===== src/rtl/tdm_demux_1_to_4.sv =====
// Receive-side TDM demultiplexer: tracks the slot position of a framed sample
// stream and presents each complete four-sample frame on four parallel outputs.
module tdm_demux_1_to_4 #(
    parameter int WIDTH = 1
) (
    input  logic             Clk,
    input  logic             Rst_n,
    input  logic [WIDTH-1:0] In,
    input  logic             Valid,
    input  logic             Sync,
    output logic [WIDTH-1:0] Out0,
    output logic [WIDTH-1:0] Out1,
    output logic [WIDTH-1:0] Out2,
    output logic [WIDTH-1:0] Out3,
    output logic [1:0]       Sel,
    output logic             FrameValid,
    output logic             SyncErr,
    output logic             Locked
);

    typedef enum logic {
        UNLOCKED = 1'b0,
        LOCKED   = 1'b1
    } state_t;

    state_t           state_q, state_d;
    logic [1:0]       sel_q, sel_d;
    logic             frame_valid_q, frame_valid_d;
    logic             sync_err_q, sync_err_d;
    // Slot 3 never needs a shadow: it is forwarded straight to the output.
    logic [WIDTH-1:0] shadow_q [3];
    logic [WIDTH-1:0] shadow_d [3];
    logic [WIDTH-1:0] out_q [4];
    logic [WIDTH-1:0] out_d [4];

    always_comb begin
        // NOTE: every signal gets a default before any branch, so no path
        // through this block leaves a value unassigned and no latch is inferred.
        state_d       = state_q;
        sel_d         = sel_q;
        shadow_d      = shadow_q;
        out_d         = out_q;
        frame_valid_d = 1'b0;
        sync_err_d    = 1'b0;

        if (Valid) begin
            unique case (state_q)
                UNLOCKED: begin
                    if (Sync) begin
                        shadow_d[0] = In;
                        sel_d       = 2'd1;
                        state_d     = LOCKED;
                    end
                end
                LOCKED: begin
                    if (Sync && sel_q != 2'd0) begin
                        // Early sync restarts the frame from this sample.
                        sync_err_d  = 1'b1;
                        shadow_d[0] = In;
                        sel_d       = 2'd1;
                    end else if (!Sync && sel_q == 2'd0) begin
                        sync_err_d = 1'b1;
                        state_d    = UNLOCKED;
                    end else if (sel_q == 2'd3) begin
                        out_d[0]      = shadow_q[0];
                        out_d[1]      = shadow_q[1];
                        out_d[2]      = shadow_q[2];
                        out_d[3]      = In;
                        frame_valid_d = 1'b1;
                        sel_d         = 2'd0;
                    end else begin
                        shadow_d[sel_q] = In;
                        sel_d           = sel_q + 2'd1;
                    end
                end
                default: state_d = UNLOCKED;
            endcase
        end
    end

    // NOTE: sequential state uses non-blocking assignments only, so every flop
    // samples the pre-edge value regardless of statement order. The small
    // shadow array is reset like any other register because stale samples
    // must not survive a reset.
    always_ff @(posedge Clk or negedge Rst_n) begin
        if (!Rst_n) begin
            state_q       <= UNLOCKED;
            sel_q         <= 2'd0;
            frame_valid_q <= 1'b0;
            sync_err_q    <= 1'b0;
            for (int i = 0; i < 3; i++) shadow_q[i] <= '0;
            for (int i = 0; i < 4; i++) out_q[i] <= '0;
        end else begin
            state_q       <= state_d;
            sel_q         <= sel_d;
            frame_valid_q <= frame_valid_d;
            sync_err_q    <= sync_err_d;
            shadow_q      <= shadow_d;
            out_q         <= out_d;
        end
    end

    assign Out0       = out_q[0];
    assign Out1       = out_q[1];
    assign Out2       = out_q[2];
    assign Out3       = out_q[3];
    assign Sel        = sel_q;
    assign FrameValid = frame_valid_q;
    assign SyncErr    = sync_err_q;
    assign Locked     = (state_q == LOCKED);

endmodule


===== config.mk =====
export PLATFORM = sky130hd
export DESIGN_NAME = tdm_demux_1_to_4
export DESIGN_NICKNAME = d
export VERILOG_FILES = /design/src/rtl/tdm_demux_1_to_4.sv
export SDC_FILE = /design/constraint.sdc
export NUM_CORES = 1
export LEC_CHECK = 0
export CAP_MARGIN = 0
export CELL_PAD_IN_SITES_DETAIL_PLACEMENT = 2
export CELL_PAD_IN_SITES_GLOBAL_PLACEMENT = 2
export CORE_ASPECT_RATIO = 0.9
export CORE_MARGIN = 3
export CORE_UTILIZATION = 27
export CTS_CLUSTER_DIAMETER = 80
export DETAILED_ROUTE_END_ITERATION = 12
export GPL_ROUTABILITY_DRIVEN = 0
export PLACE_DENSITY_LB_ADDON = 0.12
export SLEW_MARGIN = 20
export SYNTH_ARGS = -nofsm -noshare
export SYNTH_HDL_FRONTEND = slang
export SYNTH_SLANG_ARGS = --single-unit

===== constraint.sdc =====
create_clock -name Clk -period 1.8 [get_ports Clk]
set_input_delay 0.27 -clock Clk [delete_from_list [all_inputs] [get_ports Clk]]
set_output_delay 0.27 -clock Clk [all_outputs]
set_load 0.01 [all_outputs]

==> results of run 1 <==
[cell type report]
class | count | share of cell area (%)
timing repair buffer | 29 | 25.2
tap | 27 | 3.36
inverter | 5 | 1.87
clock buffer | 4 | 3.61
sequential | 12 | 30.1
multi-input combinational | 39 | 35.8
[path summary, 6_finish.rpt]
path                               end  slack (ps)  cells past startpoint
max                        shadow_q[2]         -90                      6
min                               Out3         340                      1
max reg2reg                shadow_q[2]         -90                      6
min reg2reg                       Out3         500                      2
max in group asynchronous       Sel[0]        1050                      1
min in group Clk                  Out3         500                      2
[state kept, by name, indices dropped and copies added (netlist names)]
name        count
Out1            1
SyncErr         1
Sel             2
Locked          1
shadow_q        3
Out2            1
FrameValid      1
Out3            1
Out0            1
[per-layer routing]
layer  global-route usage (%)  vias up  part of all wire [%]
met3                     4.43        0                   3.5
met4                     4.63        0                     0
met1                     16.4      261                    46
met2                     20.9       10                    51
li1                         -      266                     -
met5                        0        -                     0
[kinds of logic (layout without fill, tap and decap cells)]
group                      count (synthesis)  count (layout)  share of synthesized area [%]
AOI/OAI and AO/OA                          7               7                           7.18
adders and majority gates                  8               8                           15.5
buffers and inverters                      6              38                           3.69
DFF                                       12              12                           46.6
muxes                                      7               7                           12.0
and+or+nand+nor                           17              17                           15.0
[critical path, delay by kind of cell (launching register included)]
| family | cells | cell delay (ps) |
|---|---|---|
| compound gates | 1 | 210 |
| fa+ha+maj | 2 | 440 |
| buf+inv | 1 | 50 |
| flops | 1 | 370 |
| simple gates | 2 | 730 |
[metrics by stage]
stage	worst slack, ps	std cells	total power, mW	hold slack, ps
global route	-150	116	1.63	373
detailed placement	-348	111	1.23	493
global placement	-305	111	1.20	463
floorplan	-120	57	0.818	-25.6
CTS	-85.9	115	1.47	355
finish	-88.1	116	1.49	344
[report_power, final]
group / internal, mW / switching (mW)
sequential: 0.382 / 0.0744
combinational: 0.482 / 0.339
clock: 0.123 / 0.0926
total: 0.987 / 0.506
[layout by cell type (no fill, tap or decap)]
master and instances:
inv_1 3, nor2b_2 1, dfrtp_2 2, clkbuf_4 3, ha_4 2, mux2_2 6
ha_2 1, or3b_2 1, or3b_1 1, o2111ai_1 1, nand4_1 3, dfrtp_1 10
buf_6 1, mux2i_1 1, clkbuf_8 1, buf_4 15, a32o_1 1, clkdlybuf4s50_1 13
inv_2 2, ha_1 5, a21oi_1 1, or3b_4 1, a211oi_1 1, nor2_4 1
o21ai_0 3, nor3b_1 1, nand3b_1 1, nor2_1 1, nand2_1 6
[repair_timing]
item / 4_1_cts / 5_1_grt
cloned: 0 / 0
pin swaps: 0 / 1
setup buffers: 0 / 1
setup endpoints to repair: 2 / 3
gates resized for setup: 1 / 5
==> out/qor.txt, run 1 <==
Post-synth top area cell - dfrtp_1
Post-Route Utilization - 45.3%
Register Area - 303 um^2
I/O Buffers - 13
Multi-input gate area - 360 um^2
DRT antenna net count - 0
Synth warnings - 0
CTS sink cnt - 12
Failing checks - setup timing
Skew final - 7.30 ps
Hold_buf cts - 0
Vias/cell - 4.63
Final Cycle Share - 105%
First-pass DRT Iterations - 2
P per Cell Area - 1480 mW/mm^2
Count leader, synth - dfrtp_1
RSZ-0062 raised after global routing - yes
Main synth FF type - dfrtp_1
Critical Path Fanout Max - 5
CTS H-tree depth - 1
Number of global-route vias before repair - 588
DIE HEIGHT - 52.3 um
Least-Margin Pin Slew - 549 ps
CORE AREA - 0.00222 mm^2
# rows - 16
Initial DRC Count - 12
Critical-path cell list - inv_2 -> ha_4 -> ha_4 -> or3b_4 -> or3b_1 -> a32o_1
Synth cell types - 19
Root Driver - clkbuf_4
R2R Path Start - Sel[1]
Top post-synthesis cells by count - dfrtp_1 (12), ha_1 (8), mux2_2 (6), nand2_1 (6), inv_1 (5)
Final instance area - 0.00101 mm^2
Pin count of the biggest net entering global routing - 13
Crit path time final - 1890 ps
Antenna violations before repair - 0
Worst Setup SP - Sel[1]
Worst-path clk slew - 80 ps
EDFF count, synth - 0
CTS tree - yes
WS Path Type - reg -> reg
Synthesis-to-layout area growth - 56.1%
Initial core utilization - 29.0%
Syn nets - 70
Startpoint Class - flop
Share of layout cells above drive strength 1 - 41.6%
Via count - 537
Final setup vio count - 1
Filler cells - 233
Post-DP Area - 943 um^2
Final Max Slew Viols - 0
Cell area after synthesis - 644 um^2
Slew headroom - 63.3%
FMAX - 0.530 GHz
Syn Area/Cell - 11.3 um^2
First-pass GRT wire length - 2860 um
FF+latch count, synth - 12
Overflow after GRT - 0
Post-synth ARST share - 100%
Worst Path Arrival - 2060 ps
CP max stage delay - 370 ps
Post-route setup TNS - -88.1 ps
Setup crit end kind - flop
Max_cap viols - 0
Top Ports - 14
Die Area - 0.00301 mm^2
# diodes - 0
Synth top area cells - dfrtp_1 (47%), ha_1 (16%), mux2_2 (10%)
DR WL/cell - 15.1 um
Critical Path RT - 1970 ps
Outcome - complete, but fails checks
Sequential-to-total area share from yosys stat - 46.6%
Fin worst setup slack - -88.1 ps
DRC violations left - 0
Crit-path most repeated cell - ha_4
Total wire length - 1750 um
Die Width - 57.5 um
Hold Vio Cnt, Final - 0
Clock Latency Late Sink - 270 ps
Placed wire-length estimate - 1390 um
Synth top area share - 46.6%
Peak supply drop - 0.000757 V
Layout net count - 103
Worst min-delay path class - in -> async
P_leak - 0.462 nW
Overall Global Routing Usage - 13.1%
Clock Path Buffers - 2
Cells after Synth - 57
Critical-path top delay cell - dfrtp_2
CTS buffer count - 3
Note: power is estimated with default switching activity, not from simulation.
==> inputs of run 2 (changes only) <==
GPL_ROUTABILITY_DRIVEN = 1   (was 0)
==> results of run 2 <==
Same layout as run 1: the final DEF is identical, and so are final timing and power.
==> inputs of run 3 (changes only) <==
clock period = 1.7 ns   (was 1.8 ns; I/O delays follow)
==> run 3 against run 2 <==
  * The run still ends with setup timing left
  * Clock skew down 2.0 ps
  * Via count up 4.8%
  * Hold slack got worse by 13 ps
  * Highest routed layer is now met4
==> out/qor.txt, run 3 (synthesized netlist as in run 1, its figures left out) <==
CTS sink cnt - 12
Worst r2r path cells - 7
DIE HEIGHT - 52.3 um
Final cell count without fillers - 121
Critical-path top delay cell - or3b_2
Final Cycle Share - 110%
Max reg flops - 3
Final setup vio count - 4
Pin count of the biggest net entering global routing - 13
Synthesis-to-layout area growth - 67.6%
Skew final - 5.34 ps
Max_cap viols - 0
Startpoint Class - flop
Overflow after GRT - 0
Top Ports - 14
Hold Vio Cnt, Final - 0
Post-DP Area - 946 um^2
Worst min-delay path class - in -> async
I/O Buffers - 13
CTS buffer count - 3
Slew headroom - 62.1%
Worst Setup SP - Sel[0]
Clock Path Buffers - 2
Hold_buf cts - 0
Via count - 563
# diodes - 0
Initial core utilization - 29.0%
Critical Path Fanout Max - 4
Number of global-route vias before repair - 590
P per Cell Area - 1570 mW/mm^2
CORE AREA - 0.00222 mm^2
CTS tree - yes
P_leak - 0.505 nW
Vias/cell - 4.65
Largest Register - shadow_q
Worst Path Arrival - 2100 ps
DR WL/cell - 15.6 um
Critical Path RT - 1920 ps
Worst-path clk slew - 80 ps
GP Congestion - 0.735
Fin worst setup slack - -178 ps
Clock Latency Late Sink - 280 ps
CP max stage delay - 460 ps
Worst slack at placement - -444 ps
Critical-path cell list - inv_2 -> ha_4 -> buf_4 -> ha_1 -> or3b_2 -> a211oi_2 -> a32o_1
First-pass GRT wire length - 2900 um
Least-Margin Pin Slew - 567 ps
WS Path Type - reg -> reg
Final Max Slew Viols - 0
Crit path time final - 1880 ps
Peak supply drop - 0.000726 V
Setup crit end kind - flop
Post-route setup TNS - -293 ps
Crit path to - shadow_q[2]
Final instance area - 0.00108 mm^2
Failing checks - setup timing
Outcome - complete, but fails checks
RSZ-0062 raised after global routing - yes
DRC violations left - 0
Die Area - 0.00301 mm^2
Worst R2R Setup Slack - -180 ps
Commonest non-fill, non-tap cell in the layout - buf_4
Layout net count - 108
# rows - 16
DRT antenna net count - 0
FMAX - 0.532 GHz
WP buf/inv - 2
Share of layout cells above drive strength 1 - 45.7%
CP Depth - 7
Commonest cells after routing, fill and taps aside - buf_4 (20), clkdlybuf4s50_1 (13), dfrtp_1 (10), nand2_1 (6), ha_1 (5)
Placed wire-length estimate - 1330 um
Initial DRC Count - 2
Worst R2R End - shadow_q[2]
Die Width - 57.5 um
R2R Path Start - Sel[0]
Root Driver - clkbuf_4
Top Family by Delay on Critical Path - simple AND/OR/NAND/NOR gates
Overall Global Routing Usage - 13.1%
CTS H-tree depth - 1
Filler cells - 240
Antenna violations before repair - 0
Total wire length - 1880 um
First-pass DRT Iterations - 4
Inst Count DP - 111
[run 3: what timing repair did]
action	in CTS	in global routing
buffers inserted	3	3
gates resized for setup	8	3
endpoints found under the setup margin	5	5
pin swaps	3	2
[run 3: worst reg2reg max path, cell delays in order, from the launching register on]
cell and delay [ps]:
dfrtp_2 370, inv_2 50, ha_4 160, buf_4 140, ha_1 190, or3b_2 460
a211oi_2 270, a32o_1 170
[run 3: per-stage QoR]
stage / hold slack, ps / power [mW] / utilization, %
after floorplan: -40.6 / 0.871 / -
after global routing: 362 / 1.83 / 48.6
final: 331 / 1.69 / 48.6
after global placement: 462 / 1.27 / 42.6
after detailed placement: 497 / 1.30 / 42.6
after CTS: 359 / 1.65 / 47.0
[run 3: area by class of cell]
| type | instances | area [um^2] | share of cell area, % |
|---|---|---|---|
| inverters | 5 | 18.8 | 1.74 |
| clock buffers | 4 | 36.3 | 3.36 |
| well taps | 27 | 33.8 | 3.13 |
| multi-input cells | 39 | 397 | 36.7 |
| repair buffers | 34 | 292 | 27.0 |
| flip-flops and latches | 12 | 303 | 28.0 |
[run 3: report_power, final]
group / switching (mW) / internal (mW)
Sequential: 0.0816 / 0.405
Combinational: 0.394 / 0.579
Clock: 0.104 / 0.130
[run 3: layer usage]
metal	track usage, %	up-vias	part of all wire [%]
met5	0	-	0
met4	3.47	0	0.53
met3	4.43	2	3.5
met2	22.0	9	52
met1	15.9	276	44
li1	-	276	-
[run 3: worst min path at each step]
| stage | from | cells past startpoint | slack [ps] | to |
|---|---|---|---|---|
| 5_1_grt | Rst_n | 1 | 360 | SyncErr |
| 3_5_place_dp | shadow_q[1] | 1 | 500 | Out1 |
| 6_report | Rst_n | 1 | 330 | SyncErr |
| 4_1_cts | Rst_n | 1 | 360 | Out2 |
| 2_1_floorplan | Rst_n | 0 | -40 | FrameValid |
| 3_3_place_gp | Out3 | 2 | 460 | Out3 |
==> patch 1: new RTL, settings of run 2 <==
Register the inputs `In`, `Valid` and `Sync` before use, without a reset. The logic sees them one clock later.
--- a/src/rtl/tdm_demux_1_to_4.sv
+++ b/src/rtl/tdm_demux_1_to_4.sv
@@ -24,4 +24,14 @@
     } state_t;
 
+    logic [WIDTH-1:0] In_q;
+    logic Valid_q;
+    logic Sync_q;
+
+    always_ff @(posedge Clk) begin
+        In_q    <= In;
+        Valid_q <= Valid;
+        Sync_q  <= Sync;
+    end
+
     state_t           state_q, state_d;
     logic [1:0]       sel_q, sel_d;
@@ -44,9 +54,9 @@
         sync_err_d    = 1'b0;
 
-        if (Valid) begin
+        if (Valid_q) begin
             unique case (state_q)
                 UNLOCKED: begin
-                    if (Sync) begin
-                        shadow_d[0] = In;
+                    if (Sync_q) begin
+                        shadow_d[0] = In_q;
                         sel_d       = 2'd1;
                         state_d     = LOCKED;
@@ -54,10 +64,10 @@
                 end
                 LOCKED: begin
-                    if (Sync && sel_q != 2'd0) begin
+                    if (Sync_q && sel_q != 2'd0) begin
                         // Early sync restarts the frame from this sample.
                         sync_err_d  = 1'b1;
-                        shadow_d[0] = In;
+                        shadow_d[0] = In_q;
                         sel_d       = 2'd1;
-                    end else if (!Sync && sel_q == 2'd0) begin
+                    end else if (!Sync_q && sel_q == 2'd0) begin
                         sync_err_d = 1'b1;
                         state_d    = UNLOCKED;
@@ -66,9 +76,9 @@
                         out_d[1]      = shadow_q[1];
                         out_d[2]      = shadow_q[2];
-                        out_d[3]      = In;
+                        out_d[3]      = In_q;
                         frame_valid_d = 1'b1;
                         sel_d         = 2'd0;
                     end else begin
-                        shadow_d[sel_q] = In;
+                        shadow_d[sel_q] = In_q;
                         sel_d           = sel_q + 2'd1;
                     end
Function: changed (Yosys sat finds a counterexample within 4 cycles, from zero or initial values and one cycle with Rst_n low).
==> patch 1 against run 2 <==
- wire length shrank 9.2%
- worst setup slack gained 0.15 ns
- maximum frequency grew 8.8%
- area after synthesis grew 8.3%
- final area shrank 3.0%
- power grew 2.4%
- sequential cell count grew 3
- sequential share of layout area grew 7.1 points
- critical path type unchanged
- largest power group unchanged
==> patch 1: results (changes against run 2) <==
Drt
  • WL met2: 742 um (-16%)
  • DR top layer: met4
  • 1st-iter DRT viols: 2 (-10)
  • M1 WL: 753 um (-6.0%)
  • Avg WL per Cell: 14.88 um (-1.5%)

Logic synthesis
  • Cells after synthesis: 56 (-1.8%)
  • Synth top cells by count: dfrtp_1 (12), ha_1 (8), inv_1 (4), mux2_1 (4)
  • Adder-cell area share of the yosys netlist: 14.34% (-1.2 points)
  • Register area share after synthesis: 51.61% (+5.0 points)
  • Area fraction in compound gates after synthesis: 9.140% (+2.0 points)
  • Post-synth ARST share: 80.00% (-20 points)
  • Syn nets: 69 (-1.4%)
  • Ranking of synthesized cells by area: dfrtp_1 (43%), ha_1 (14%), dfxtp_1 (8.6%), mux2_1 (6.5%), mux2_2 (3.2%)
  • Synth unique cells: 23 (+4)

Placement
  • Cells after DPL: 101 (-9.0%)
  • Cell Area, Placed: 904.6 um^2 (-4.1%)
  • RD Place Congestion: 0.7314 (-3.7%)
  • Pre-CTS setup slack: 0.02755 ns (+0.3760 ns)

Clocking
  • Clock insertion delay at the later pin of the skew report: 0.29 ns (+0.02 ns)
  • Clk slew on worst S/H paths: 0.10 ns (+0.02 ns)

Finish
  • Layout Nets: 94 (-8.7%)
  • Fillcell total: 251 (+7.7%)
  • Layout cells sized above 1: 30.00% (-12 points)
  • Fin cells: 107 (-7.8%)

Worst setup path
  • CP arrival: 1.92 ns (-0.14 ns)
  • Worst-path fanout max: 4 (-1)
  • Flop-to-flop setup slack: 0.06 ns (+0.15 ns)

Global routing
  • First-pass GRT wire length: 2.559 mm (-11%)
  • Vias in the first global route: 505 (-14%)
  • Total GRT Usage: 11.48% (-1.6 points)
  • GRT met2 Usage: 19.27% (-1.6 points)

Timing
  • Final worst-path cycle share: 96.43% (-8.5 points)

Power
  • Worst vdd ir: 0.5768 mV (-24%)

Status
  • Status: completed
-- patch 1: cell types whose count changed in the layout (fill, tap and decap cells not counted), sizes merged, moves of 2 or more --
cell and delta:
nand2 -4, buf -9, nand3 +2, a21boi +2, or3b -3, dfxtp +3, nand4 -2, o21ai -2
-- patch 1: power by group --
group	leakage (nW)	internal, mW	switching [mW]
combinational	0.249	0.450	0.341
clock	0.0177	0.0827	0.122
sequential	0.174	0.456	0.0787
-- patch 1: cells by family (layout without fill, tap and decap cells) --
logic type,after synthesis,in the layout
AO/OA/AOI/OAI,9,9
adder cells (fa/ha/maj),8,8
buffers and inverters,4,28
flip-flops,15,15
multiplexers,7,7
AND/OR/NAND/NOR,13,13
-- patch 1: cell type report --
cell class,instances,share of cell area (%)
Clock buffer,3,2.308
Clock inverter,1,0.5128
Inverter,4,1.795
Multi-Input combinational cell,37,36.03
Sequential cell,15,37.18
Tap cell,27,3.462
Timing Repair Buffer,20,18.72
-- patch 1: worst min path at each step --
stage	slack, ns	end	cells past startpoint
6_report	0.34	SyncErr$_DFF_PN0_	1
5_1_grt	0.37	SyncErr$_DFF_PN0_	1
4_1_cts	0.35	SyncErr$_DFF_PN0_	1
3_5_place_dp	0.49	Out0$_DFFE_PN0P_	1
3_3_place_gp	0.47	Out1$_DFFE_PN0P_	1
2_1_floorplan	-0.03	FrameValid$_DFF_PN0_	0
-- patch 1: timing repair --
| action | in CTS | in global routing |
|---|---|---|
| endpoints found under the hold margin | 0 | 0 |
| setup buffers | 0 | 2 |
| pin swaps | 1 | 1 |
| resized for setup | 3 | 3 |
| setup endpoints to repair | 2 | 1 |
-- patch 1: through the flow --
step | util, % | setup TNS [ns]
global placement | 38.95 | 0
finish | 42.03 | 0
floorplan | - | 0
CTS | 40.63 | 0
global route | 42.03 | -0.008446
detailed placement | 38.95 | 0
==> patch 2: new RTL, flow settings as in run 2 <==
Made on the original files. The output `FrameValid` loses its register stage (`frame_valid_q` becomes a continuous assignment).
--- a/src/rtl/tdm_demux_1_to_4.sv
+++ b/src/rtl/tdm_demux_1_to_4.sv
@@ -87,5 +87,4 @@
             state_q       <= UNLOCKED;
             sel_q         <= 2'd0;
-            frame_valid_q <= 1'b0;
             sync_err_q    <= 1'b0;
             for (int i = 0; i < 3; i++) shadow_q[i] <= '0;
@@ -94,5 +93,4 @@
             state_q       <= state_d;
             sel_q         <= sel_d;
-            frame_valid_q <= frame_valid_d;
             sync_err_q    <= sync_err_d;
             shadow_q      <= shadow_d;
@@ -100,4 +98,6 @@
         end
     end
+
+    assign frame_valid_q = frame_valid_d;
 
     assign Out0       = out_q[0];
Formal check against the unedited RTL: not equivalent (a bounded check fails within 4 cycles, from zero or initial values and one cycle with Rst_n low).
==> patch 2 against run 2 <==
- the flow still finishes with violations (setup timing)
- worst setup slack worse by 0.048 ns
- wire length is 13% higher
- area after synthesis is 3.9% lower
- clock skew is 0.0049 ns lower
- final area is 5.0% higher
- sequential cell count is 1 lower
- sequential power is 8.1% lower
- die area is 3.5% lower
- first-iteration DRC count is 92% lower
- synthesized cell count is 1.8% lower
- power is 8.0% higher
- global-route usage is 1.6 points higher
- non-clock buffer count is 5 higher
- largest cell class unchanged
==> patch 2: results (changes against run 2) <==
Worst setup path
  • Worst-path fanout max: 3 (-2)
  • Worst path top cell family by delay: simple AND/OR/NAND/NOR gates
  • Setup CP Type: flip-flop to flip-flop
  • Reg2Reg Depth: 6 (unchanged)
  • Crit-path max cell delay: about 0.38 ns
  • Launching point of the worst reg2reg path: Sel[0]$_DFFE_PN0P_
  • Reg2reg end: shadow_q[2]$_DFFE_PN0P_
  • CP max stage cell: or3b_4
  • CP arrival: 2.10 ns (+0.04 ns)

Timing
  • Final setup vio count: 2 (+1)
  • Fin Setup TNS: -0.1652 ns (-0.07708 ns)
  • Setup WS post-layout: -0.1356 ns (-0.04752 ns)
  • Pin slew with the least headroom to its limit: 0.5677 ns (+0.01858 ns)
  • Hold_ws: 0.3486 ns (+0.004089 ns)
  • Clock skew: 0.002406 ns (-0.004896 ns)

Logic synthesis
  • Count leader, synth: dfrtp_1
  • Register area share after synthesis: 44.44% (-2.2 points)
  • Synthesis warning total: 0 (unchanged)
  • Post-synth EDFFs: 0 (unchanged)
  • Avg Inst Size Synth: 11.06 um^2 (-2.2%)
  • Ranking of synthesized cells by area: dfrtp_1 (44%), ha_1 (16%), mux2_2 (11%), nand2_1 (3.6%), inv_1 (3.0%)
  • Synth unique cells: 19 (unchanged)
  • Synth top cells by count: dfrtp_1 (11), ha_1 (8), mux2_2 (6), nand2_1 (6), inv_1 (5)
  • Syn nets: 69 (-1.4%)
  • Post-synth ARST share: 100.0% (unchanged)

Global routing
  • First-pass GRT wire length: 3.139 mm (+9.6%)
  • Vias in the first global route: 615 (+4.6%)
  • Total GRT Usage: 14.70% (+1.6 points)
  • Maximum number of pins on one net before global-route repair: 12 (-1)
  • Initial antenna violation count: 0 (unchanged)

Status
  • Failing checks: setup timing
  • Status: complete, but fails checks

Placement
  • Pre-CTS setup slack: -0.3635 ns (-0.01510 ns)
  • DP HPWL: 1.404 mm (+1.2%)
  • RD Place Congestion: 0.7987 (+5.1%)
  • Number of I/O port buffers: 13 (unchanged)

Drt
  • DRT Pass-1 Iters: 2 (unchanged)
  • Total Routed Length: 1.977 mm (+13%)
  • Vias/cell: 4.856 (+4.9%)
  • 1st-iter DRT viols: 1 (-11)

Clocking
  • Clk slew on worst S/H paths: around 0.070 ns
  • Clock Path Buffers: 2 (unchanged)
  • Clock Root Buffer: clkbuf_4
  • Total CTS buffers: 3 (unchanged)
  • Clock insertion delay at the later pin of the skew report: 0.27 ns (about the same)
  • H-tree depth: 1 (unchanged)

Finish
  • Reg with most FFs: shadow_q
  • Layout Nets: 107 (+3.9%)
  • Fin cells: 118 (+1.7%)
  • Largest register FFs: 3 (unchanged)
  • ANT cells: 0 (unchanged)
  • Fillcell total: 205 (-12%)
  • Layout cells sized above 1: 50.54% (+9.0 points)

Power
  • Worst vdd ir: 0.6016 mV (-21%)
  • Lkg Pwr: 0.4896 nW (+6.0%)

Min path
  • Worst min-delay path class: input port to async pin
==> patch 2: logic make-up after synthesis <==
kind of cell / count (synthesis) / share of synthesized area (%)
AO/OA/AOI/OAI: 7 / 7.474
adder cells (fa/ha/maj): 8 / 16.16
buffers and inverters: 6 / 3.838
flip-flops: 11 / 44.44
multiplexers: 7 / 12.52
AND/OR/NAND/NOR: 17 / 15.56
==> patch 2: through the flow <==
stage,power (mW),instance area [um^2]
floorplan,0.7921,646.9
global placement,1.207,930.9
detailed placement,1.252,930.9
CTS,1.476,973.4
global route,1.748,1056
finish,1.614,1056
==> patch 2: final cells by class <==
| type | instances | area, um^2 | share of cell area (%) |
|---|---|---|---|
| Clock buffer | 4 | 26.28 | 2.488 |
| Inverter | 5 | 18.77 | 1.777 |
| Multi-Input combinational cell | 39 | 404.1 | 38.27 |
| Sequential cell | 11 | 277.8 | 26.30 |
| Tap cell | 25 | 31.28 | 2.962 |
| Timing Repair Buffer | 34 | 297.8 | 28.20 |
==> patch 2: routing by layer <==
layer  share of wire [%]  GRT usage (%)
met4                0.51          3.557
met2                  50          25.19
met1                  46          17.76
met5                   0              0
met3                 3.5          4.798
==> patch 2: power breakdown <==
| group | switching, mW | internal, mW |
|---|---|---|
| registers | 0.0617 | 0.358 |
| logic | 0.424 | 0.597 |
| clock network | 0.0873 | 0.0858 |
==> patch 2: timing repair <==
action,4_1_cts,5_1_grt
resized for setup,10,13
pin swaps,0,2
endpoints found under the setup margin,6,6
buffers inserted,0,4
==> patch 2: worst register-to-register path: stages, from the launching register on <==
cell and delay [ns]:
dfrtp_2 0.37, inv_2 0.05, ha_4 0.17, ha_4 0.26
or3b_4 0.38, or3b_4 0.38, a32o_1 0.21
